<file path="src/rtl/spi_xfer_sequencer.sv">
// Transaction sequencer between the I2C byte front-end and the SPI byte engine.
// A one-byte header selects WRITE / READ / WRITE_READ and the read count.
// The sequencer owns spi_cs_n, spacing it from engine activity with
// programmable setup and hold gaps. Read data lands in a 16-entry FIFO that
// the I2C side drains at its own pace.
//
//   state        | meaning
//   -------------+----------------------------------------------------------
//   IDLE         | CS high, waiting for a header byte
//   SETUP        | CS low, counting the CS_SETUP gap before engine activity
//   WR_WAIT_BYTE | write phase, waiting for the next data byte or a stop
//   WR_XFER      | engine shifting a write byte; stop requests are latched
//   RD_XFER      | issuing N dummy (0x00) bytes, pushing MISO into the FIFO
//   HOLD         | CS low, counting the CS_HOLD gap after the last byte
//   DRAIN_ERR    | reserved opcode: swallow bytes until stop, CS stays high

module spi_xfer_sequencer #(
    parameter int unsigned CS_SETUP = 2,
    parameter int unsigned CS_HOLD  = 2
) (
    input  logic       clk,
    input  logic       rst_n,
    input  logic       rx_valid,
    input  logic [7:0] rx_data,
    output logic       rx_ready,
    input  logic       rx_stop,
    output logic       tx_valid,
    output logic [7:0] tx_data,
    input  logic       tx_ack,
    output logic       eng_start,
    output logic [7:0] eng_wdata,
    input  logic       eng_done,
    input  logic [7:0] eng_rdata,
    output logic       spi_cs_n,
    output logic       busy,
    output logic       err
);

    typedef enum logic [2:0] {
        IDLE,
        SETUP,
        WR_WAIT_BYTE,
        WR_XFER,
        RD_XFER,
        HOLD,
        DRAIN_ERR
    } state_t;

    localparam logic [1:0] OP_READ  = 2'b01;
    localparam logic [1:0] OP_WR_RD = 2'b10;
    localparam logic [1:0] OP_RSVD  = 2'b11;

    // Gap timers are down-counters that expire when they reach zero, so the
    // load value is one less than the number of cycles spent in the state.
    localparam logic [7:0] SETUP_LOAD = 8'(CS_SETUP - 1);
    localparam logic [7:0] HOLD_LOAD  = 8'(CS_HOLD - 1);

    state_t      state_q, state_d;
    logic [1:0]  op_q, op_d;
    logic [3:0]  nm1_q, nm1_d;
    logic [7:0]  tmr_q, tmr_d;
    logic [3:0]  rd_left_q, rd_left_d;
    logic        stop_pend_q, stop_pend_d;
    logic        start_q, start_d;
    logic [7:0]  wdata_q, wdata_d;
    logic        cs_n_q, cs_n_d;
    logic        err_q, err_d;
    logic        flush;
    logic        push;
    logic        stop_go;
    logic        rx_fire;

    logic [7:0]  fifo_mem [16];
    logic [3:0]  wr_ptr_q;
    logic [3:0]  rd_ptr_q;
    logic [4:0]  fifo_cnt_q;
    logic        push_ok;
    logic        pop;

    assign rx_ready  = (state_q == IDLE) || (state_q == WR_WAIT_BYTE) ||
                       (state_q == DRAIN_ERR);
    assign rx_fire   = rx_valid & rx_ready;
    assign busy      = (state_q != IDLE);
    assign err       = err_q;
    assign spi_cs_n  = cs_n_q;
    assign eng_start = start_q;
    assign eng_wdata = wdata_q;

    // State and datapath registers; reset drops CS immediately with no hold gap.
    always_ff @(posedge clk or negedge rst_n) begin
        if (!rst_n) begin
            state_q     <= IDLE;
            op_q        <= 2'b00;
            nm1_q       <= 4'd0;
            tmr_q       <= 8'd0;
            rd_left_q   <= 4'd0;
            stop_pend_q <= 1'b0;
            start_q     <= 1'b0;
            wdata_q     <= 8'h00;
            cs_n_q      <= 1'b1;
            err_q       <= 1'b0;
        end else begin
            state_q     <= state_d;
            op_q        <= op_d;
            nm1_q       <= nm1_d;
            tmr_q       <= tmr_d;
            rd_left_q   <= rd_left_d;
            stop_pend_q <= stop_pend_d;
            start_q     <= start_d;
            wdata_q     <= wdata_d;
            cs_n_q      <= cs_n_d;
            err_q       <= err_d;
        end
    end

    // Next-state and register-input logic.
    always_comb begin
        state_d     = state_q;
        op_d        = op_q;
        nm1_d       = nm1_q;
        tmr_d       = tmr_q;
        rd_left_d   = rd_left_q;
        stop_pend_d = stop_pend_q;
        start_d     = 1'b0;
        wdata_d     = wdata_q;
        err_d       = err_q;
        flush       = 1'b0;
        push        = 1'b0;
        stop_go     = 1'b0;

        case (state_q)
            IDLE: begin
                if (rx_fire) begin
                    if (rx_data[7:6] == OP_RSVD) begin
                        err_d   = 1'b1;
                        state_d = DRAIN_ERR;
                    end else begin
                        op_d        = rx_data[7:6];
                        nm1_d       = rx_data[3:0];
                        err_d       = 1'b0;
                        flush       = 1'b1;
                        stop_pend_d = 1'b0;
                        tmr_d       = SETUP_LOAD;
                        state_d     = SETUP;
                    end
                end
            end

            SETUP: begin
                if (tmr_q == 8'd0) begin
                    if (op_q == OP_READ) begin
                        state_d   = RD_XFER;
                        start_d   = 1'b1;
                        wdata_d   = 8'h00;
                        rd_left_d = nm1_q;
                    end else begin
                        state_d = WR_WAIT_BYTE;
                    end
                end else begin
                    tmr_d = tmr_q - 8'd1;
                end
            end

            WR_WAIT_BYTE: begin
                if (rx_fire) begin
                    // A stop arriving with the byte is honoured after the byte.
                    wdata_d     = rx_data;
                    start_d     = 1'b1;
                    stop_pend_d = rx_stop;
                    state_d     = WR_XFER;
                end else if (rx_stop) begin
                    stop_go = 1'b1;
                end
            end

            WR_XFER: begin
                if (rx_stop) begin
                    stop_pend_d = 1'b1;
                end
                if (eng_done) begin
                    if (stop_pend_q || rx_stop) begin
                        stop_go = 1'b1;
                    end else begin
                        state_d = WR_WAIT_BYTE;
                    end
                end
            end

            RD_XFER: begin
                if (eng_done) begin
                    push = 1'b1;
                    if (rd_left_q == 4'd0) begin
                        tmr_d   = HOLD_LOAD;
                        state_d = HOLD;
                    end else begin
                        rd_left_d = rd_left_q - 4'd1;
                        start_d   = 1'b1;
                    end
                end
            end

            HOLD: begin
                if (tmr_q == 8'd0) begin
                    state_d = IDLE;
                end else begin
                    tmr_d = tmr_q - 8'd1;
                end
            end

            DRAIN_ERR: begin
                if (rx_stop) begin
                    state_d = IDLE;
                end
            end

            default: begin
                state_d = IDLE;
            end
        endcase

        // End of the write phase: plain WRITE closes out, WRITE_READ turns around.
        if (stop_go) begin
            stop_pend_d = 1'b0;
            if (op_q == OP_WR_RD) begin
                state_d   = RD_XFER;
                start_d   = 1'b1;
                wdata_d   = 8'h00;
                rd_left_d = nm1_q;
            end else begin
                tmr_d   = HOLD_LOAD;
                state_d = HOLD;
            end
        end

        cs_n_d = (state_d == IDLE) || (state_d == DRAIN_ERR);
    end

    assign pop     = tx_ack & (fifo_cnt_q != 5'd0);
    assign push_ok = push & ((fifo_cnt_q != 5'd16) | pop);

    // Read FIFO pointers and occupancy; a new header discards unread data.
    always_ff @(posedge clk or negedge rst_n) begin
        if (!rst_n) begin
            wr_ptr_q   <= 4'd0;
            rd_ptr_q   <= 4'd0;
            fifo_cnt_q <= 5'd0;
        end else if (flush) begin
            wr_ptr_q   <= 4'd0;
            rd_ptr_q   <= 4'd0;
            fifo_cnt_q <= 5'd0;
        end else begin
            if (push_ok) begin
                wr_ptr_q <= wr_ptr_q + 4'd1;
            end
            if (pop) begin
                rd_ptr_q <= rd_ptr_q + 4'd1;
            end
            case ({push_ok, pop})
                2'b10:   fifo_cnt_q <= fifo_cnt_q + 5'd1;
                2'b01:   fifo_cnt_q <= fifo_cnt_q - 5'd1;
                default: fifo_cnt_q <= fifo_cnt_q;
            endcase
        end
    end

    // FIFO storage; contents need no reset because occupancy gates the output.
    always_ff @(posedge clk) begin
        if (push_ok) begin
            fifo_mem[wr_ptr_q] <= eng_rdata;
        end
    end

    assign tx_valid = (fifo_cnt_q != 5'd0);
    assign tx_data  = tx_valid ? fifo_mem[rd_ptr_q] : 8'h00;

endmodule
</file>
<file path="config.mk">
export PLATFORM = sky130hd
export DESIGN_NAME = spi_xfer_sequencer
export DESIGN_NICKNAME = d
export VERILOG_FILES = /design/src/rtl/spi_xfer_sequencer.sv
export SDC_FILE = /design/constraint.sdc
export NUM_CORES = 1
export LEC_CHECK = 0
export BUFFER_PORTS_ARGS = -buffer_cell sky130_fd_sc_hd__clkbuf_2
export CORE_AREA = 10 10 159 161
export CTS_CLUSTER_DIAMETER = 60
export CTS_CLUSTER_SIZE = 16
export DETAILED_ROUTE_END_ITERATION = 10
export DIE_AREA = 0 0 169 171
export SLEW_MARGIN = 10
export SYNTH_ARGS = -nofsm -noshare
export SYNTH_HDL_FRONTEND = slang
export SYNTH_SLANG_ARGS = --single-unit
</file>
<file path="constraint.sdc">
create_clock -name clk -period 5.7 [get_ports clk]
set_input_delay 1.14 -clock clk [delete_from_list [all_inputs] [get_ports clk]]
set_output_delay 1.14 -clock clk [all_outputs]
set_load 0.1 [all_outputs]
</file>
Yosys cells after proc, flatten, opt, wreduce, memory -nomap -nowiden. Memories as Yosys holds them, arrays and structs flattened. Cells that the tools add are included.

Memories: 1. Memory bits (read-only): 0. Flip-flop bits (word level): 46. Output and inout bits: 22. Latch bits: 0. RAM bits: 128.

Memory list: fifo_mem (depth 16, width 8, rd ports 1, clocked after Yosys merged registers in 0, write ports 1, RTL line 73) `logic [7:0] fifo_mem [16];`.

Equal/unequal tests: 17. Add/sub/neg operators: 6. Bitwise gates (word level): 5. Reductions and logical operators: 18. Multiply operators: 0. Shifts and indexed selects: 0. Magnitude comparators: 0. Mux-type cells: 69. Div/mod/pow operators: 0.

Operators with widths (count): $mux W8 (13); $mux W4 (10); $mux W3 (12); $mux W1 (25); $pmux W8 S3 (1); $pmux W3 S7 (1); $pmux W8 S2 (1); $eq A3 B3 Y1 const B (4); $ne A3 B3 Y1 const B (4); $pmux W5 S2 (1); $add A4 B1 Y4 const B (2); $logic_not A8 Y1 (1); $pmux W4 S2 (1); $sub A8 B1 Y8 const B (1); $eq A2 B2 Y1 const B (3); $eq A3 B2 Y1 const B (2); $logic_not A3 Y1 (2); $pmux W1 S3 (2); $reduce_bool A3 Y1 (2); $add A5 B1 Y5 const B (1); $mux W5 (1); $ne A5 B5 Y1 const B (1); $reduce_and A5 Y1 (1); $reduce_bool A5 Y1 (1); other kinds (15) (22).

Depth between registers and ports, before layout. Gate-level depths: netlist (run 1).

Word-level depth: 9. Mapped depth: 9. Depth with buffers taken out: 9.

Least setup slack after synthesis (run 1). Ideal clock, no wire load.

Path type: register -> output. Start: register fifo_cnt_q[0]. End: output port tx_data[6]. Cell stages (with the launch flop): 5. Data arrival time: 3.190 ns. Path buffers: 0. Path slack: 1.370 ns. Required time: 4.560 ns. Cell sequence: dfrtp_1 nor4_1 nand2b_1 nand2_1 o22ai_1.

Longest elaborated chain between the ends: 2.

Ends and longest elaborated chain: start, declared (RTL line 76) `logic [4:0] fifo_cnt_q;`; start signal, assigned (RTL line 259) `2'b10: fifo_cnt_q <= fifo_cnt_q + 5'd1;`; start signal, assigned (RTL line 260) `2'b01: fifo_cnt_q <= fifo_cnt_q - 5'd1;`; start signal, assigned (RTL line 261) `default: fifo_cnt_q <= fifo_cnt_q;`; $reduce_bool A5 Y1 (RTL line 273) `assign tx_valid = (fifo_cnt_q != 5'd0);`; via tx_valid (RTL line 27) `output logic tx_valid,`; $mux W8 (RTL line 274) `assign tx_data = tx_valid ? fifo_mem[rd_ptr_q] : 8'h00;`; end, declared (RTL line 28) `output logic [7:0] tx_data,`.

The timed path passes the listed nets, and every way through them passes these cells.

Worst setup path in the final report (run 1).
Start: register rd_ptr_q[0]. End: output port tx_data[2].

Longest elaborated chain between the ends: 2.

Ends and longest elaborated chain: start, declared (RTL line 75) `logic [3:0] rd_ptr_q;`; start signal, assigned (RTL line 256) `rd_ptr_q <= rd_ptr_q + 4'd1;`; $mem_v2 Z16 W8; $mux W8 (RTL line 274).

No other way between the ends.

==> results of run 1 <==
[path summary, 6_finish.rpt]
check	from	endpoint	slack (ns)
min in group asynchronous	rst_n	op_q[1]$_DFFE_PN0P_	0.80
worst min register to register	err$_DFFE_PN0P_	err$_DFFE_PN0P_	0.49
max in group asynchronous	rst_n	rd_ptr_q[0]$_DFFE_PN0P_	4.48
worst max-delay path	rd_ptr_q[0]$_DFFE_PN0P_	tx_data[2]	1.64
worst min-delay path	err$_DFFE_PN0P_	err$_DFFE_PN0P_	0.49
worst max register to register	state_q[1]$_DFF_PN0_	fifo_mem[5][1]$_DFFE_PP_	2.53
[sequential cells by signal (all words and copies together), names as in the netlist]
signal and flops:
state_q 3, rd_left_q 4, rd_ptr_q 4, nm1_q 4, stop_pend_q 1, tmr_q 8
err 1, fifo_mem 128, fifo_cnt_q 5, spi_cs_n 1, op_q 2, wr_ptr_q 4
eng_wdata 8, eng_start 1
[cell families after synthesis]
family	Yosys count	synth area share
buffers and inverters	42	0.0235
DFF	174	0.657
AOI/OAI and AO/OA	82	0.0666
and+or+nand+nor	144	0.0964
muxes	56	0.128
xor gates and xnor gates	8	0.00921
adders and majority gates	11	0.0191
[worst max-delay path: cells and delay by family, from the launching register on]
family | cells | cell delay (ns)
DFF | 1 | 0.89
buffers and inverters | 2 | 0.76
muxes | 2 | 0.73
AOI/OAI and AO/OA | 1 | 0.11
[power breakdown]
| part | switching [µW] | leakage, µW | total [µW] | internal, µW |
|---|---|---|---|---|
| Clock | 514 | 0.000269 | 1090 | 577 |
| Sequential | 273 | 0.00173 | 1800 | 1520 |
| Combinational | 1320 | 0.00108 | 1930 | 617 |
[layout make-up]
type	instances	area, µm²
fill	2048	13600
clock inverter	13	118
tap	285	357
multi-input combinational	301	2440
timing repair buffer	49	260
sequential	174	5000
clock buffer	19	433
inverter	16	60.1
antenna	1	2.50
[routing by layer]
metal,global-route usage,vias to the layer above,wire length (µm)
li1,-,2068,-
met1,0.138,2244,6640
met2,0.185,132,7450
met3,0.0362,15,1030
met4,0.0375,0,264
met5,0,-,0
[placed cells by master, fill, tap and decap left out, drive strengths merged, types with 15 or more instances in the layout]
cell type,count
mux4,32
a21oi,30
inv,26
edfxtp,128
nor2,42
mux2i,21
o21ai,15
nand2,33
nand3,16
dfrtp,45
clkbuf,62
[stage by stage]
step / total power [µW] / cells / instance area [µm²] / util
6_report: 4820 / 858 / 8670 / 0.390
5_1_grt: 5110 / 857 / 8660 / 0.390
4_1_cts: 4860 / 857 / 8660 / 0.390
3_5_place_dp: 3770 / 825 / 8110 / 0.365
3_3_place_gp: 3720 / 825 / 8110 / 0.365
2_1_floorplan: 3370 / 517 / 7610 / -
==> results by stage, run 1 <==
Run status:
- The run finished with clean final reports.

Cells and area:
- Relative to the synthesized area, the layout overhead comes to 13.9%.
- The proportion of layout cells with a drive suffix above 1 is 0.224.
- The final layout contains 592 nets.

Setup path:
- The startpoint kind of the worst setup timing path is a flip-flop.
- Traced cell by cell, the critical path runs through buf_4, mux4_2, mux2i_1, o22ai_1, clkbuf_2.
- Along the worst path, the maximum fanout reaches 25.
- For the worst setup path, the data required time is 4.56 ns.
- The setup path with the least slack is of type flip-flop to output pin.
- The standard cell with the maximum stage delay on the critical path is dfrtp_2.
- The stage delay of the slowest cell on the critical path is 0.89 ns.
- Data on the critical path arrives at its endpoint at 2.92 ns.
- The worst reg2reg path depth is 4.
- The kind of end point of the critical path is an output pin.

Synthesis:
- The biggest area consumer among synthesized cells is edfxtp_1.
- The netlist uses 63 different library cells.
- The cell area after synthesis is 7610 µm².
- Counting instances in the post-synthesis netlist gives the leading cell types as edfxtp_1, dfrtp_1, nor2_1, nand2_1, mux4_2.
- The net count of the mapped netlist is 550.
- The most frequently used cell type in the post-synthesis netlist is edfxtp_1.
- The share of the synthesized area in the top cell type is 0.505.
- In the synthesized netlist the async set-or-reset flop fraction comes to 0.264.
- After synthesis, the cell types taking the most area are edfxtp_1, dfrtp_1, mux4_2.
- Dividing the synthesized area by the synthesized cell count gives 14.7 µm².
- The count of flip-flops with a built-in enable after synthesis is 128.
- The sequential area share after synthesis is 0.657.
- After synthesis the netlist holds a flip-flop and latch count of 174.
- After technology mapping, the gate count stands at 517.
- The number of warnings printed during yosys synthesis is 0.
- Among all flip-flop cells after synthesis, the most frequent one is edfxtp_1.

Timing:
- The ratio of final minimum period to clock period is 0.712.
- The final max-slew violation count is 0.
- The slew of the pin with the lowest slew margin is 1.12 ns.
- The setup TNS is 0 ns.
- The number of endpoints with negative hold slack in the final report is 0.
- Setup repair after global routing left no endpoint under its margin.
- The maximum operating frequency is 0.247 GHz.
- Final hold analysis gives a worst-case slack of 0.489 ns.
- The max-slew headroom at the worst pin is 0.246.
- The worst path setup slack after routing is 1.64 ns.
- The worst path in the final design needs a cycle of 4.06 ns, including I/O delays and setup.
- Setup violations remaining at the end of the flow were counted as 0.
- The maximum clock skew at final layout is 0.0119 ns.

Die:
- The die extent in y is 171 µm.
- The full die area is 28,900 µm².
- The overall die width is 169 µm.
- The area of the core is 22,200 µm².
- Pin placement for this block handled 44 I/O pins.
- For this configuration, the core starts out at a cell density of 0.342.
- The total number of placement rows is 55.

Route:
- The iteration count of the initial detailed-routing pass is 5.
- After detailed routing, the number of vias per cell comes to 5.20.
- The detailed router finished its first iteration with 302 violations.
- The final layout contains routed wiring with a total length of 15.4 mm.
- Detailed routing inserted a total of 4,459 vias.
- In the final routed layout, each cell accounts on average for 17.9 µm.
- The remaining design rule violation count is 0.
- Once detail routing completed, the nets flagged for antenna violations numbered 0.

Clock network:
- The tree is rooted in a clkbuf_16.
- The latest clock arrival within the worst-skew pair is 0.43 ns.
- The maximum level of the CTS H-tree is 4.
- The clock transition at the registers of the reported paths is 0.06 ns.
- The total CTS buffers is 17.
- The number of gates resized after CTS is 0.
- Post-CTS timing repair inserted 0 buffers for setup.
- The number of buffers added to fix hold violations after cts is 0.
- The clock passes through at most 2 buffers.
- The TritonCTS clock tree is yes.
- The CTS sink count is 174.

Pwr:
- In this run the static leakage power is 0.00308 µW.
- VDD sags by at most 567 µV.
- The power density over the cells is 556 nW/µm².

Place:
- The congestion estimate from routability-driven global placement came to 0.818.
- The count of buffers inserted at the top-level ports is 43.
- The HPWL after detailed placement is 10.6 mm.
- Prior to clock tree synthesis, the placed netlist has a worst setup slack of 1.94 ns.

Global routing:
- The total track usage is 0.113.
- The largest net degree at the start of global routing is 47.
- The via count of the first global-routing pass is 4,832.
- The first global-routing pass estimated 25.6 mm of wire.
- The number of antenna violations at the first check in global routing is 1.
- After global routing the overflow that remains totals 0.

Worst hold path:
- The worst hold path depth is 2.
- The path class of the tightest hold or removal check is flip-flop to flip-flop.

Flow run:
- Across the run, the number of max-cap violations was 0.
Power figures use the tool's default switching activity.
==> run 2: changes to the inputs <==
==> constraint.sdc (replaced) <==
create_clock -name clk -period 3.8 [get_ports clk]
set_input_delay 0.76 -clock clk [delete_from_list [all_inputs] [get_ports clk]]
set_output_delay 0.76 -clock clk [all_outputs]
set_load 0.1 [all_outputs]
==> results by stage, run 2 (same netlist as run 1, synthesis figures left out) <==
Route:
- The number of vias after detailed routing is 4,521.
- The remaining design rule violation count is 0.
- After detailed routing, the number of vias per cell comes to 5.24.
- After the first detailed-routing iteration, the DRC count stood at 242.
- The total length of routed wires is 16.4 mm.
- The residual antenna-violating net count after detailed routing is 0.
- The mean routed wirelength per cell is 19.0 µm.
- The pre-antenna-repair detailed-routing pass consisted of 4 iterations.

Setup path:
- The critical-path maximum fanout is 23.
- The startpoint identified for the worst register-to-register timing path is fifo_cnt_q[0]$_DFFE_PN0P_.
- The standard cell with the maximum stage delay on the critical path is dfrtp_2.
- The worst reg2reg path depth is 9.
- STA classifies the critical path startpoint as a flip-flop.
- STA puts the critical path data arrival time at 2.71 ns.
- At the worst endpoint, the required time is 3.04 ns.
- Traced cell by cell, the critical path runs through buf_12, mux4_2, mux2i_1, o22ai_1, clkbuf_2.
- By startpoint and endpoint, the worst setup path is classified as flip-flop to output pin.
- Across all register-to-register paths, the minimum setup slack is 0.71 ns.
- The cell type group with the largest total delay on the critical path is multiplexers.
- Counting both buffers and inverters, the worst setup path holds a total of 2.
- The kind of end point of the critical path is an output pin.
- On the worst path, the slowest cell contributes a delay of 0.65 ns.
- The endpoint identified for the worst register-to-register timing path is fifo_cnt_q[4]$_DFFE_PN0P_.

Worst hold path:
- The worst hold-check path type is input pin to asynchronous set/reset pin.

Clock network:
- The number of clock buffers added by TritonCTS is 17.
- For this design, the CTS-stage hold fixing added 0 buffers.
- TritonCTS built the clock tree.
- At the later pin of the worst-skew pair, clock insertion delay measures 0.43 ns.
- The H-tree was split into 4 levels.
- The clock transition at the registers of the reported paths is 0.07 ns.
- The clock root buffer is clkbuf_16.
- Clock tree synthesis found a total of 174 sinks.
- The number of gates resized after CTS is 0.
- Buffers added to address setup during post-CTS repair amount to 0.
- Counting along the longest clock path gives a buffer depth of 2.

Die:
- The initial utilization of the core area, before any placement, comes to 0.342.
- The area of the core is 22,200 µm².
- The overall die width is 169 µm.
- The total number of placement rows is 55.
- The die is 171 µm tall.
- Pin placement for this block handled 44 I/O pins.
- The full die area is 28,900 µm².

Global routing:
- In the global route stage, met1 resource usage came out at 0.146.
- The met2 track demand over resource in global routing is 0.182.
- The number of antenna violations at the first check in global routing is 1.
- The first-pass GRT wire length is 25.8 mm.
- The via count of the first global-routing pass came to 4,570.
- The overflow left after global routing is 0.
- The largest net degree at the start of global routing is 35.
- The layer flagged by global routing as most heavily used is met2.
- The fraction of met3 tracks used by global routing is 0.0356.
- The total track usage is 0.114.

Cells and area:
- In the final layout, the share of cells above drive strength 1 is 0.232.
- The final core utilization is 0.397.
- Excluding fillers, the count of instances in the completed layout stands at 862.
- 0 antenna diodes ended up in the layout.
- The library cells used most frequently in the layout, excluding fill and tap cells, are edfxtp_1, dfrtp_1, clkbuf_2.
- The number of flip-flops in the largest register is 128.
- The most common cell after layout, fill and taps aside is edfxtp_1.
- fifo_mem holds more flip-flops than any other register.
- At the end of the flow, the number of nets in the layout was 597.
- The layout-stage area growth over the synthesis result is 15.9%.

Timing:
- The number of endpoints with negative hold slack in the final report came to 0.
- The slew of the pin with the lowest slew margin is 1.03 ns.
- For the finished layout, the period the worst path requires is 3.47 ns.
- The count of final setup violators is 0.
- Headroom to the max-slew limit came out at 0.310.
- For the final routed database, the setup TNS stands at 0 ns.
- Across all hold checks on the routed design, the worst slack comes to 0.449 ns.
- Clock skew on the completed layout was measured at 0.0162 ns.
- Setup repair after global routing left no endpoint under its margin.
- The ratio of final minimum period to clock period is 0.913.
- Derived from the worst setup path, the maximum achievable clock frequency is 0.288 GHz.
- The final max-slew violation count is 0.

Place:
- The count of buffers inserted at the top-level ports is 43.
- The wire-length estimate of the detail-placed layout is 10.9 mm.
- Routability-driven placement finished with a final weighted congestion of 0.831.
- The cell total after placement is 830.

Flow run:
- The number of violations of the max-capacitance limit is 0.

Pwr:
- Across the VDD grid, the largest voltage drop is 753 µV.
- The leakage power is 0.00316 µW.
- The power density over the cells is 857 nW/µm².
- The total design power is 7550 µW.

Run status:
- The run finished with clean final reports.
[run 2: layer usage]
metal | part of all wire | vias to the layer above
met5 | 0 | -
met4 | 0.012 | 0
met3 | 0.062 | 11
met2 | 0.48 | 131
met1 | 0.45 | 2299
li1 | - | 2080
[run 2: per-stage QoR]
| stage | area, µm² | worst slack, ns |
|---|---|---|
| floorplan | 7610 | -0.150 |
| global placement | 8160 | 0.761 |
| detailed placement | 8160 | 0.723 |
| CTS | 8810 | 0.255 |
| global route | 8810 | 0.146 |
| finish | 8810 | 0.330 |
[run 2: how the worst max path moves through the flow]
stage / startpoint / to / slack (ns) / cells past startpoint
final: rd_ptr_q[0]$_DFFE_PN0P_ / tx_data[6] / 0.33 / 5
after detailed placement: rd_ptr_q[0]$_DFFE_PN0P_ / tx_data[6] / 0.72 / 5
after global placement: rd_ptr_q[0]$_DFFE_PN0P_ / tx_data[6] / 0.76 / 5
after floorplan: fifo_cnt_q[0]$_DFFE_PN0P_ / tx_data[6] / -0.15 / 4
after global routing: rd_ptr_q[0]$_DFFE_PN0P_ / tx_data[6] / 0.15 / 5
after CTS: rd_ptr_q[0]$_DFFE_PN0P_ / tx_data[6] / 0.25 / 5
[run 2: cell type report]
| cell class | count | area (µm²) |
|---|---|---|
| fill | 2028 | 13400 |
| sequential | 174 | 5000 |
| multi-input combinational | 301 | 2430 |
| clock buffer | 17 | 425 |
| tap | 285 | 357 |
| timing repair buffer | 54 | 310 |
| clock inverter | 15 | 231 |
| inverter | 16 | 60.1 |
[run 2: power by group]
part	total (µW)	internal, µW	switching [µW]
clock	1900	1040	862
combinational	3050	947	2100
sequential	2600	2290	316
total	7550	4270	3280
==> run 3: changes to the inputs <==
--- a/config.mk
+++ b/config.mk
@@ -6,11 +6,13 @@
 export NUM_CORES = 1
 export LEC_CHECK = 0
 export BUFFER_PORTS_ARGS = -buffer_cell sky130_fd_sc_hd__clkbuf_2
-export CORE_AREA = 10 10 159 161
+export CORE_AREA = 10 10 135 137
 export CTS_CLUSTER_DIAMETER = 60
 export CTS_CLUSTER_SIZE = 16
 export DETAILED_ROUTE_END_ITERATION = 10
-export DIE_AREA = 0 0 169 171
+export DIE_AREA = 0 0 145 147
+export PLACE_DENSITY = 0.66
+export REMOVE_ABC_BUFFERS = 1
 export SLEW_MARGIN = 10
 export SYNTH_ARGS = -nofsm -noshare
 export SYNTH_HDL_FRONTEND = slang
==> results by stage, run 3 (same netlist as run 1, synthesis figures left out) <==
Run status:
- The run finished with clean final reports.

Timing:
- The final period demand of the worst path is 3.41 ns.
- The maximum operating frequency is 0.293 GHz.
- The max-slew headroom at the worst pin is 0.256.
- The slew of the pin with the lowest slew margin is 1.12 ns.
- The worst path meets setup with 0.386 ns of slack.
- The number of endpoints with negative hold slack in the final report is 0.
- The final max-slew violation count is 0.
- Setup violations remaining at the end of the flow were counted as 0.
- The clock arrives with 0.0103 ns of skew.
- Setup repair after global routing left no endpoint under its margin.
- The ratio of final minimum period to clock period is 0.898.

Pwr:
- The power density over the cells is 849 nW/µm².
- Of the total power, registers draw 0.355.
- The analysis attributes to cell leakage a power of 0.00313 µW.
- The switching power total is 3130 µW.
- The share of power burned in combinational logic is 0.415.
- The internal portion of the total power is 4200 µW.
- The largest vdd supply drop is 1220 µV.
- The share of total power dissipated in the clock network is 0.230.
- The switching share of power is 0.427.
- The total design power is 7330 µW.

Worst hold path:
- The worst hold-check path type is input pin to asynchronous set/reset pin.

Setup path:
- The register-to-register setup slack is 0.90 ns.
- The startpoint identified for the worst register-to-register timing path is state_q[1]$_DFF_PN0_.
- The data arrival time of the worst path is 2.65 ns.
- The worst setup path is captured at an output pin.
- The startpoint kind of the worst setup timing path is a flip-flop.
- Data on the critical path is required at its endpoint by 3.04 ns.
- The endpoint of the most critical register-to-register path is fifo_mem[15][0]$_DFFE_PP_.
- The worst reg2reg path depth is 4.
- The critical path is of the flip-flop to output pin type.
- The critical-path maximum fanout is 24.

Clock network:
- For this design, the sink count on the clock tree is 174.
- The longest clock path from root to sink contains 2 buffers.
- At the later pin of the worst-skew pair, clock insertion delay measures 0.43 ns.
- The clock root buffer is clkbuf_16.
- Clock-pin slew was measured on the worst setup and hold paths at 0.07 ns.
- The H-tree was split into 4 levels.
- Once the clock tree was built, the resizer swapped 0 gates to a different size.
- The number of buffers added to fix hold violations after cts is 0.
- Buffers added to address setup during post-CTS repair amount to 0.
- TritonCTS built the clock tree.
- The total CTS buffers is 17.

Die:
- The area of the core is 15,600 µm².
- The die extent in y is 147 µm.
- The effective utilization at floorplan is 0.488.
- The floorplan step defined a die boundary enclosing 21,300 µm².
- After floorplanning, the core was divided into 46 placement rows.
- The number of top-level design ports is 44.
- The overall die width is 145 µm.

Cells and area:
- The most common cell after layout, fill and taps aside is edfxtp_1.
- Counting flops per register, the top entry is fifo_mem.
- In the final layout, the share of cells above drive strength 1 is 0.225.
- The register with the most flip-flops in the layout has 128 of them.
- In the final design database the tool counted 597 nets.
- The library cells used most frequently in the layout, excluding fill and tap cells, are edfxtp_1, dfrtp_1, clkbuf_2.
- The layout-stage area growth over the synthesis result is 13.6%.
- The number of antenna diodes in the final layout is 0.
- The finished cells cover 8640 µm².
- The fill cell total of the finished layout is 1,250.

Route:
- The detail route stage leaves a number of antenna-violating nets equal to 0.
- The DRC marker count from the first detailed-route iteration is 357.
- The remaining design rule violation count is 0.
- Across all layers, the routed design uses 4,541 vias.
- Dividing the detail-routed wire length by the instance count gives 20.2 µm.
- The iteration count of the initial detailed-routing pass is 5.
- The routed design has 16.0 mm of wire.
- After detailed routing, the number of vias per cell comes to 5.73.

Global routing:
- The total track usage is 0.154.
- The via count of the first global-routing pass is 4,724.
- The largest net degree at the start of global routing is 36.
- The number of antenna violations at the first check in global routing came to 0.
- The overflow left after global routing is 0.
- The first global-routing pass estimated 25.8 mm of wire.

Place:
- The count of buffers inserted at the top-level ports is 43.
- Once placement finished, the instance area stood at 8070 µm².
- The worst slack at placement is 0.743 ns.
- The final RePlAce weighted congestion is 0.801.
- Summed over all nets, the half-perimeter wirelength after detailed placement is 10.7 mm.

Flow run:
- Across the run, the number of max-cap violations was 0.
## run 3: cell count changes in the layout (fill, tap and decap cells not counted)
cell      previous run  this run
clkbuf_1             0         1
clkinv_1             0         3
clkinv_2             0         3
clkinv_4             0         3
clkinv_8             4         0
inv_12               2         0
inv_8                5         1
## run 3: area by class of cell
cell class	count	area, µm²	share of cell area
Multi-Input combinational cell	301	2430	0.281
Clock inverter	14	141	0.0164
Sequential cell	174	5000	0.578
Clock buffer	18	429	0.0497
Tap cell	216	270	0.0313
Timing Repair Buffer	54	310	0.0359
Inverter	16	60.1	0.00695
## run 3: routing by layer
layer	GRT usage	up-vias	part of all wire
li1	-	2083	-
met1	0.189	2322	0.43
met2	0.264	120	0.51
met3	0.0362	16	0.046
met4	0.0516	0	0.013
met5	0	-	0
## run 3: how the worst max path moves through the flow
stage,end,startpoint,slack (ns)
finish,tx_data[0],rd_ptr_q[0]$_DFFE_PN0P_,0.39
global route,tx_data[6],rd_ptr_q[0]$_DFFE_PN0P_,0.26
CTS,tx_data[0],rd_ptr_q[0]$_DFFE_PN0P_,0.33
detailed placement,fifo_mem[12][5]$_DFFE_PP_,eng_done,0.74
global placement,fifo_mem[15][3]$_DFFE_PP_,eng_done,0.78
floorplan,tx_data[0],rd_ptr_q[0]$_DFFE_PN0P_,-0.42
## run 3: power groups by stage
| stage | logic [µW] | clock network [µW] | registers, µW |
|---|---|---|---|
| 2_1_floorplan | 2000 | 0 | 3010 |
| 3_3_place_gp | 3010 | 0 | 2620 |
| 3_5_place_dp | 3060 | 0 | 2630 |
| 4_1_cts | 3070 | 1720 | 2600 |
| 5_1_grt | 3260 | 1800 | 2650 |
| 6_report | 3040 | 1690 | 2600 |
## run 3: metrics by stage
step           hold slack (ns)  setup TNS, ns   util  instances
2_1_floorplan            0.464          -3.36      -        491
3_3_place_gp             0.478              0  0.517        761
3_5_place_dp             0.507              0  0.517        761
4_1_cts                  0.408              0  0.554        793
5_1_grt                  0.442              0  0.554        793
6_report                 0.384              0  0.554        793
## run 3: worst max-delay path: stages (launching register included)
cell	delay [ns]
dfrtp_2	0.62
buf_12	0.28
mux4_2	0.52
mux2i_1	0.27
o22ai_1	0.12
clkbuf_2	0.39
